### src/rtl/if_prefetch_queue_pkg.sv
// Shared CPU front-end definitions: datapath widths, the NOP encoding and the
// {pc, instr} entry carried through the fetch queue.
package if_prefetch_queue_pkg;

  localparam int unsigned PcW    = 16;
  localparam int unsigned InstrW = 16;

  typedef logic [PcW-1:0]    pc_t;
  typedef logic [InstrW-1:0] instr_t;

  localparam instr_t NopInstr = 16'h0000;

  typedef struct packed {
    pc_t    pc;
    instr_t instr;
  } fetch_entry_t;

endpackage

### src/rtl/if_fifo.sv
// Synchronous FIFO of fetched {pc, instr} entries. Flush has priority over
// push/pop; the head entry is read straight from storage.
module if_fifo
  import if_prefetch_queue_pkg::*;
#(
  parameter int unsigned Depth = 4,
  localparam int unsigned PtrW = $clog2(Depth),
  localparam int unsigned CntW = PtrW + 1
) (
  input  logic         clk_i,
  input  logic         rst_ni,
  input  logic         flush_i,
  input  logic         push_i,
  input  fetch_entry_t push_data_i,
  input  logic         pop_i,
  output logic [CntW-1:0] count_o,
  output fetch_entry_t head_o
);

  fetch_entry_t    mem_q [Depth];
  logic [PtrW-1:0] wr_ptr_q, wr_ptr_d;
  logic [PtrW-1:0] rd_ptr_q, rd_ptr_d;
  logic [CntW-1:0] count_q, count_d;

  always_comb begin
    wr_ptr_d = wr_ptr_q;
    rd_ptr_d = rd_ptr_q;
    count_d  = count_q;
    if (flush_i) begin
      wr_ptr_d = '0;
      rd_ptr_d = '0;
      count_d  = '0;
    end else begin
      if (push_i) wr_ptr_d = wr_ptr_q + PtrW'(1);
      if (pop_i)  rd_ptr_d = rd_ptr_q + PtrW'(1);
      if (push_i && !pop_i) begin
        count_d = count_q + CntW'(1);
      end else if (pop_i && !push_i) begin
        count_d = count_q - CntW'(1);
      end
    end
  end

  always_ff @(posedge clk_i or negedge rst_ni) begin
    if (!rst_ni) begin
      wr_ptr_q <= '0;
      rd_ptr_q <= '0;
      count_q  <= '0;
    end else begin
      wr_ptr_q <= wr_ptr_d;
      rd_ptr_q <= rd_ptr_d;
      count_q  <= count_d;
    end
  end

  // Payload storage needs no reset; only count qualifies it.
  always_ff @(posedge clk_i) begin
    if (push_i && !flush_i) begin
      mem_q[wr_ptr_q] <= push_data_i;
    end
  end

  assign count_o = count_q;
  assign head_o  = mem_q[rd_ptr_q];

  overflow_a: assert property (@(posedge clk_i) disable iff (!rst_ni)
    (push_i && !flush_i) |-> (count_q < CntW'(Depth) || pop_i));

endmodule

### src/rtl/if_prefetch_queue.sv
// Instruction-fetch front end: issues in-order word fetches, queues the
// returned words with their PCs and presents the head entry to IF/ID.
module if_prefetch_queue
  import if_prefetch_queue_pkg::*;
#(
  parameter int unsigned Depth   = 4,
  parameter pc_t         ResetPc = 16'h0000
) (
  input  logic              clk_i,
  input  logic              rst_ni,
  output logic              imem_req_valid_o,
  input  logic              imem_req_ready_i,
  output logic [PcW-1:0]    imem_req_addr_o,
  input  logic              imem_rsp_valid_i,
  input  logic [InstrW-1:0] imem_rsp_data_i,
  input  logic              stall_if_i,
  input  logic              branch_taken_i,
  input  logic [PcW-1:0]    branch_target_i,
  output logic              if_valid_o,
  output logic [PcW-1:0]    if_pc_o,
  output logic [InstrW-1:0] if_instr_o
);

  localparam int unsigned CntW = $clog2(Depth) + 1;
  localparam int unsigned OccW = CntW + 1;

  pc_t             fetch_pc_q, fetch_pc_d;
  pc_t             rsp_pc_q, rsp_pc_d;
  logic [CntW-1:0] inflight_q, inflight_d;
  logic [CntW-1:0] drop_q, drop_d;
  logic [CntW-1:0] count;
  logic [OccW-1:0] occupancy;
  fetch_entry_t    head;
  fetch_entry_t    push_entry;
  logic            req_fire;
  logic            rsp_keep;
  logic            push;
  logic            pop;

  // Stale responses still count toward occupancy so a push can never overflow.
  assign occupancy = OccW'(count) + OccW'(inflight_q);

  assign imem_req_valid_o = rst_ni && !branch_taken_i && (occupancy < OccW'(Depth));
  assign imem_req_addr_o  = fetch_pc_q;
  assign req_fire         = imem_req_valid_o && imem_req_ready_i;

  assign rsp_keep   = imem_rsp_valid_i && (drop_q == '0);
  assign push       = rsp_keep && !branch_taken_i;
  assign pop        = if_valid_o && !stall_if_i && !branch_taken_i;
  assign push_entry = '{pc: rsp_pc_q, instr: imem_rsp_data_i};

  always_comb begin
    fetch_pc_d = fetch_pc_q;
    rsp_pc_d   = rsp_pc_q;
    inflight_d = inflight_q;
    drop_d     = drop_q;

    if (req_fire)         inflight_d = inflight_d + CntW'(1);
    if (imem_rsp_valid_i) inflight_d = inflight_d - CntW'(1);

    if (branch_taken_i) begin
      fetch_pc_d = branch_target_i;
      rsp_pc_d   = branch_target_i;
      // Everything still outstanding belongs to the old path.
      drop_d     = inflight_q - CntW'(imem_rsp_valid_i);
    end else begin
      if (req_fire) fetch_pc_d = fetch_pc_q + PcW'(1);
      if (rsp_keep) rsp_pc_d = rsp_pc_q + PcW'(1);
      if (imem_rsp_valid_i && (drop_q != '0)) drop_d = drop_q - CntW'(1);
    end
  end

  always_ff @(posedge clk_i or negedge rst_ni) begin
    if (!rst_ni) begin
      fetch_pc_q <= ResetPc;
      rsp_pc_q   <= ResetPc;
      inflight_q <= '0;
      drop_q     <= '0;
    end else begin
      fetch_pc_q <= fetch_pc_d;
      rsp_pc_q   <= rsp_pc_d;
      inflight_q <= inflight_d;
      drop_q     <= drop_d;
    end
  end

  if_fifo #(
    .Depth (Depth)
  ) u_fifo (
    .clk_i       (clk_i),
    .rst_ni      (rst_ni),
    .flush_i     (branch_taken_i),
    .push_i      (push),
    .push_data_i (push_entry),
    .pop_i       (pop),
    .count_o     (count),
    .head_o      (head)
  );

  assign if_valid_o = (count != '0);
  assign if_pc_o    = if_valid_o ? head.pc : '0;
  assign if_instr_o = if_valid_o ? head.instr : NopInstr;

endmodule
### config.mk
export PLATFORM = sky130hd
export DESIGN_NAME = if_prefetch_queue
export DESIGN_NICKNAME = d
export VERILOG_FILES = /design/src/rtl/if_prefetch_queue_pkg.sv /design/src/rtl/if_fifo.sv /design/src/rtl/if_prefetch_queue.sv
export SDC_FILE = /design/constraint.sdc
export NUM_CORES = 1
export LEC_CHECK = 0
export ABC_AREA = 1
export BUFFER_PORTS_ARGS = -buffer_cell sky130_fd_sc_hd__buf_4
export CORE_MARGIN = 2
export CORE_UTILIZATION = 50
export CTS_BUF_LIST = sky130_fd_sc_hd__clkbuf_16
export CTS_CLUSTER_DIAMETER = 200
export DETAILED_ROUTE_END_ITERATION = 10
export GPL_ROUTABILITY_DRIVEN = 1
export GPL_TIMING_DRIVEN = 0
export HOLD_SLACK_MARGIN = 0.15
export PLACE_DENSITY = 0.69
export SYNTH_ARGS = -nofsm -noshare
export SYNTH_HDL_FRONTEND = slang
export SYNTH_SLANG_ARGS = --single-unit
### constraint.sdc
create_clock -name clk_i -period 3.1 [get_ports clk_i]
set_input_delay 0.155 -clock clk_i [delete_from_list [all_inputs] [get_ports clk_i]]
set_output_delay 0.155 -clock clk_i [all_outputs]
set_load 0.01 [all_outputs]
* After elaboration in Yosys (flattened, before gate mapping) *
Memory sizes are Yosys's and may differ from the RTL's.
Cells that the tools add are included.

word-level totals
  register bits = 45
  memory bits (writable) = 128
  logic and storage cells = 63
  input bits = 38
  memories kept = 1

memory list
  memory        depth  width  rd ports  clocked after Yosys merged registers in  write ports  line           RTL
  u_fifo.mem_q  4      32     1         0                                        1            if_fifo.sv:20  fetch_entry_t mem_q [Depth];

cells by class
  reduce and logical (&&, ||, !) cells = 24
  mux-type cells = 19
  $lt $le $gt $ge = 1
  add/sub/neg operators = 11

operators by type and width
  operator                                                                       count
  16-bit two-way mux                                                             6
  16-bit by 1-bit adder with 16-bit output (second input constant)               2
  3-bit two-way mux                                                              7
  1-bit logical AND                                                              11
  2-bit nonzero test                                                             5
  3-bit nonzero test                                                             3
  3-bit by 1-bit subtractor with 3-bit output (second input constant)            3
  2-bit two-way mux                                                              4
  3-bit by 1-bit adder with 3-bit output (second input constant)                 2
  2-bit by 1-bit adder with 2-bit output (second input constant)                 2
  3-bit by 3-bit adder with 4-bit output                                         1
  1-bit logical NOT                                                              4
  4-bit by 3-bit less-than comparator with 1-bit output (second input constant)  1
  3-bit logical NOT                                                              1
  3-bit by 1-bit subtractor with 3-bit output                                    1
  1-bit two-way mux                                                              2

* Logic depth before layout (Yosys ltp) *
  depth after elaboration = 8
  gate-level depth with buffers = 11
  mapped depth without buffers = 11

* By module *
From an unflattened synthesis, not the netlist that was laid out.

unflattened totals
  cell total of the unflattened synthesis = 815
  area, all modules = 8059.0 um^2

modules (own cells, without submodules)
  module             instances  area an instance (um^2)  seq. area each (um^2)  cells an instance
  if_fifo            1          5190.0                   4018.9                 370
  if_prefetch_queue  1          2869.0                   950.9                  445

* Worst setup path after synthesis *
No wires, ideal clock.

  path kind = register -> register
  start = reg drop_q[0]
  end = mem u_fifo.mem_q[0][0] (netlist name), enable pin
  period minus slack after synthesis = 2.956 ns
  stages on the path, launching flop included = 8
  slack = 0.144 ns
  required time = 2.679 ns
  library setup time = 0.421 ns
  data arrival time = 2.535 ns
  cell sequence = dfrtp_1 inv_1 ha_1 nand3_1 nor2_1 buf_2 inv_1 nor2_1

on the way
  word-level cells in the longest chain between the ends = 6

RTL lines
  item                                     line                     RTL
  start, declared                          if_prefetch_queue.sv:30  logic [CntW-1:0] drop_q, drop_d;
  start signal, assigned                   if_prefetch_queue.sv:83  drop_q <= drop_d;
  3-bit logical NOT                        if_prefetch_queue.sv:47  assign rsp_keep = imem_rsp_valid_i && (drop_q == '0);
  1-bit logical AND                        if_prefetch_queue.sv:47
  1-bit logical AND                        if_prefetch_queue.sv:48  assign push = rsp_keep && !branch_taken_i;
  1-bit logical AND                        if_fifo.sv:58            if (push_i && !flush_i) begin
  1-bit two-way mux                        if_fifo.sv:58
  1-bit two-way mux (implied by the code)  if_fifo.sv:59            mem_q[wr_ptr_q] <= push_data_i;
  end, declared                            if_fifo.sv:20

No other way between the ends.

* Final worst setup path *
  start = reg drop_q[0]
  end = mem u_fifo.mem_q[2][5] (netlist name), enable pin

Same word-level chain as after synthesis.

==> results summary <==
The number of standard-cell rows in the floorplan is 45. The clock arrives with 11.22 ps of skew. The flop and latch count out of synthesis is 173.

Post-CTS timing repair inserted 0 buffers for setup. The share of the synthesized area in the top cell type came out at 48.79%. The detail-routed via count per cell is 5.175. The all-layer global routing usage is 22.75%. The flow ran to the end, and the final reports show no timing, DRC or antenna violations. The H-tree depth reported by CTS came out at 4. The tree built by TritonCTS fans out to 173 sinks.

The routed design has 18.03 mm of wire. The worst setup path is launched from a register. The vias after detailed routing came out at 6013. The initial antenna violation count is 0.

The final period demand of the worst path is 2624 ps. After the last flow step, the layout net total stands at 991. Setup repair after global routing left no endpoint under its margin. The cell leakage power came out at 4.033 nW. The tree is rooted in a sky130_fd_sc_hd__clkbuf_16. Summed over all instances, the cell type with the most area after synthesis is sky130_fd_sc_hd__edfxtp_1. The sum of met2 wire segment lengths after detailed routing came out at 8.896 mm. The reported max-cap violation count is 0. The share of the cycle needed by the critical path after routing is 84.65%. Of the cells placed in the final design, the portion with a size suffix greater than 1 is 14.62%. The synthesis-to-finish area growth is 24.60%.

The clock-pin slew on the worst setup and hold paths came out at 60 ps. The half-perimeter wire length of the detailed placement result came out at 11.93 mm. The number of warning messages in the yosys log is 0. The core region area is 0.01531 mm². The count of input and output buffers is 86.

The final routed wire length divided by cell count is 15.52 µm. Setup violations remaining at the end of the flow were counted as 0. The type of the worst setup path is register to register.

The combined area of all synthesized cells came out at 0.007878 mm². The number of pins exceeding their max-slew limit in the final report was 0. The library cell used most frequently in the layout, excluding fill and tap cells, is sky130_fd_sc_hd__nor2_1. The insertion delay to the later sink of the worst-skew pair is 430 ps. The final antenna diode count came out at 0.

The share of synthesized flip-flops with an asynchronous set or reset is 26.01%. The via count of the first global-routing pass is 5834. The final weighted congestion in routability-driven placement is 0.8469. TritonCTS built the clock tree. The die outline height is 129.5 µm. Once layout is complete, the utilization of the core stands at 64.09%. Across all register-to-register paths, the minimum setup slack is 480 ps. Among all flip-flop cells after synthesis, the most frequent one is sky130_fd_sc_hd__edfxtp_1. The remaining global-route overflow came out at 0. The number of buffers on the longest clock path is 2. STA puts the critical path data required time at 3230 ps. For this block, wires on met1 add up to 7.776 mm. The synthesized design contains 128 enable-type register cells.

The detailed-router iteration count before antenna repair is 5. In this run the worst hold path is classified as primary input to register. The cell count after synthesis is 793. After synthesis, the mean cell area works out to 9.934 µm².

Summing the sequential cell areas from Yosys gives 63.09% of the chip area. After detailed routing, no signal wire sits above met4. The worst setup path is captured at a register. Ranked by total cell area, the synthesized netlist is headed by sky130_fd_sc_hd__edfxtp_1, sky130_fd_sc_hd__dfrtp_1, sky130_fd_sc_hd__nor2_1. The number of DRC markers in iteration 0 is 511. In the layout the commonest cells are sky130_fd_sc_hd__nor2_1, sky130_fd_sc_hd__nand2_1, sky130_fd_sc_hd__edfxtp_1, sky130_fd_sc_hd__buf_4, sky130_fd_sc_hd__o21ai_0. The maximum fanout count along the critical path came out at 18. In this run, distinct cell masters in the synthesized netlist total 30. The number of primary I/O pins came out at 88.

The worst-margin pin slew came out at 644.1 ps. The power consumption came out at 6.972 mW. The number of remaining DRC errors is 0. The data arrival time of the critical path came out at 2760 ps. The remaining max-slew budget at the tightest pin came out at 56.73%. The peak ir drop on the vdd network is 0.4252 mV. The maximum number of pins on one net before global-route repair came out at 47.

The post-route antenna net violation count is 0. The met3 wire length came out at 1.104 mm. In this run the power density over the cells is 710.3 mW/mm². Static timing analysis puts the maximum clock frequency at 381.1 MHz. In this run the horizontal extent of the chip is 129.5 µm. The filler cell count in the final layout came out at 1231. The first-pass GRT wire length came out at 28.84 mm. The die outline area is 0.01678 mm².

The final hold violation count came out at 0. The number of nets in the synthesized netlist came out at 846. The initial core utilization came out at 51.44%.

The number of buffers created by CTS came out at 17.
sequential cells by signal (all words and copies together) (netlist names):
register / cells
drop_q: 3
imem_req_addr_o: 16
u_fifo.mem_q: 128
u_fifo.rd_ptr_q: 2
rsp_pc_q: 16
u_fifo.count_o: 3
u_fifo.wr_ptr_q: 2
inflight_q: 3
per-stage QoR:
step / instances / instance area (µm²) / hold WS [ps] / setup WS, ps / TNS, ps
4_1_cts: 1162 / 9816 / 180.1 / 432.9 / 0
3_5_place_dp: 1094 / 8912 / 208.6 / 472.5 / 0
5_1_grt: 1162 / 9816 / 207.9 / 218.9 / 0
3_3_place_gp: 1090 / 8787 / 204.9 / -1197 / -148320
2_1_floorplan: 793 / 7878 / -140.6 / 144.2 / 0
6_report: 1162 / 9816 / 181.9 / 475.8 / 0
area by class of cell:
cell class,count,area (µm²),area share (%)
sequential,173,4970,50.63
multi-input combinational,530,2566,26.14
timing repair buffer,126,1101,11.22
clock buffer,17,425.4,4.334
tap,211,264.0,2.690
inverter,58,217.7,2.218
buffer,32,153.9,1.568
clock inverter,15,117.6,1.198
where the power goes:
part / leakage (nW) / switching [mW] / total, mW / internal (mW)
Combinational: 2.04 / 1.25 / 2.04 / 0.798
Sequential: 1.71 / 0.219 / 2.95 / 2.73
Clock: 0.281 / 0.825 / 1.98 / 1.15
cell families after synthesis:
| family | share of synthesized area (%) |
|---|---|
| flip-flops | 63.09 |
| AO/OA/AOI/OAI | 8.625 |
| buffers and inverters | 4.717 |
| adder cells (fa/ha/maj) | 2.478 |
| AND/OR/NAND/NOR | 19.31 |
| XOR/XNOR | 1.779 |
worst paths after layout:
kind / start / end / cells past startpoint
min: imem_req_ready_i / imem_req_addr_o[2] / 5
max: drop_q[0] / u_fifo.mem_q[2][5] / 8
min in group asynchronous: rst_ni / imem_req_addr_o[8] / 2
min reg2reg: imem_req_addr_o[1] / imem_req_addr_o[1] / 2
max reg2reg: drop_q[0] / u_fifo.mem_q[2][5] / 8
max in group asynchronous: rst_ni / u_fifo.count_o[1] / 2
routing by layer:
| metal | vias up | global-route usage (%) |
|---|---|---|
| met5 | - | 0 |
| met4 | 0 | 8.286 |
| met3 | 27 | 4.129 |
| met2 | 206 | 38.36 |
| met1 | 2812 | 29.79 |
| li1 | 2968 | - |
cells in the mapped netlist, types with 4 or more instances:
cell type and count:
sky130_fd_sc_hd__xor2_1 10, sky130_fd_sc_hd__edfxtp_1 128, sky130_fd_sc_hd__a21oi_1 37, sky130_fd_sc_hd__o211ai_1 5, sky130_fd_sc_hd__nand3_1 48, sky130_fd_sc_hd__nand2_1 142, sky130_fd_sc_hd__dfrtp_1 45, sky130_fd_sc_hd__inv_1 55
sky130_fd_sc_hd__o21ai_0 81, sky130_fd_sc_hd__buf_2 9, sky130_fd_sc_hd__clkbuf_1 20, sky130_fd_sc_hd__xnor2_1 6, sky130_fd_sc_hd__ha_1 14, sky130_fd_sc_hd__nand4_1 9, sky130_fd_sc_hd__nor3_1 6, sky130_fd_sc_hd__o21bai_1 4
sky130_fd_sc_hd__nor2_1 154
what timing repair did:
| action | in CTS | in global routing |
|---|---|---|
| resized for setup | 0 | 0 |
| hold buffers | 36 | 0 |
| endpoints found under the hold margin | 147 | 0 |
| endpoints found under the setup margin | 0 | 0 |
critical path: stages, from the launching register on:
cell	delay (ps)
sky130_fd_sc_hd__dfrtp_1	360
sky130_fd_sc_hd__inv_1	120
sky130_fd_sc_hd__ha_1	180
sky130_fd_sc_hd__nand3_1	200
sky130_fd_sc_hd__nor2_1	200
sky130_fd_sc_hd__buf_2	270
sky130_fd_sc_hd__inv_1	250
sky130_fd_sc_hd__nor2_4	500
sky130_fd_sc_hd__buf_16	240
(Power assumes the default switching activity.)
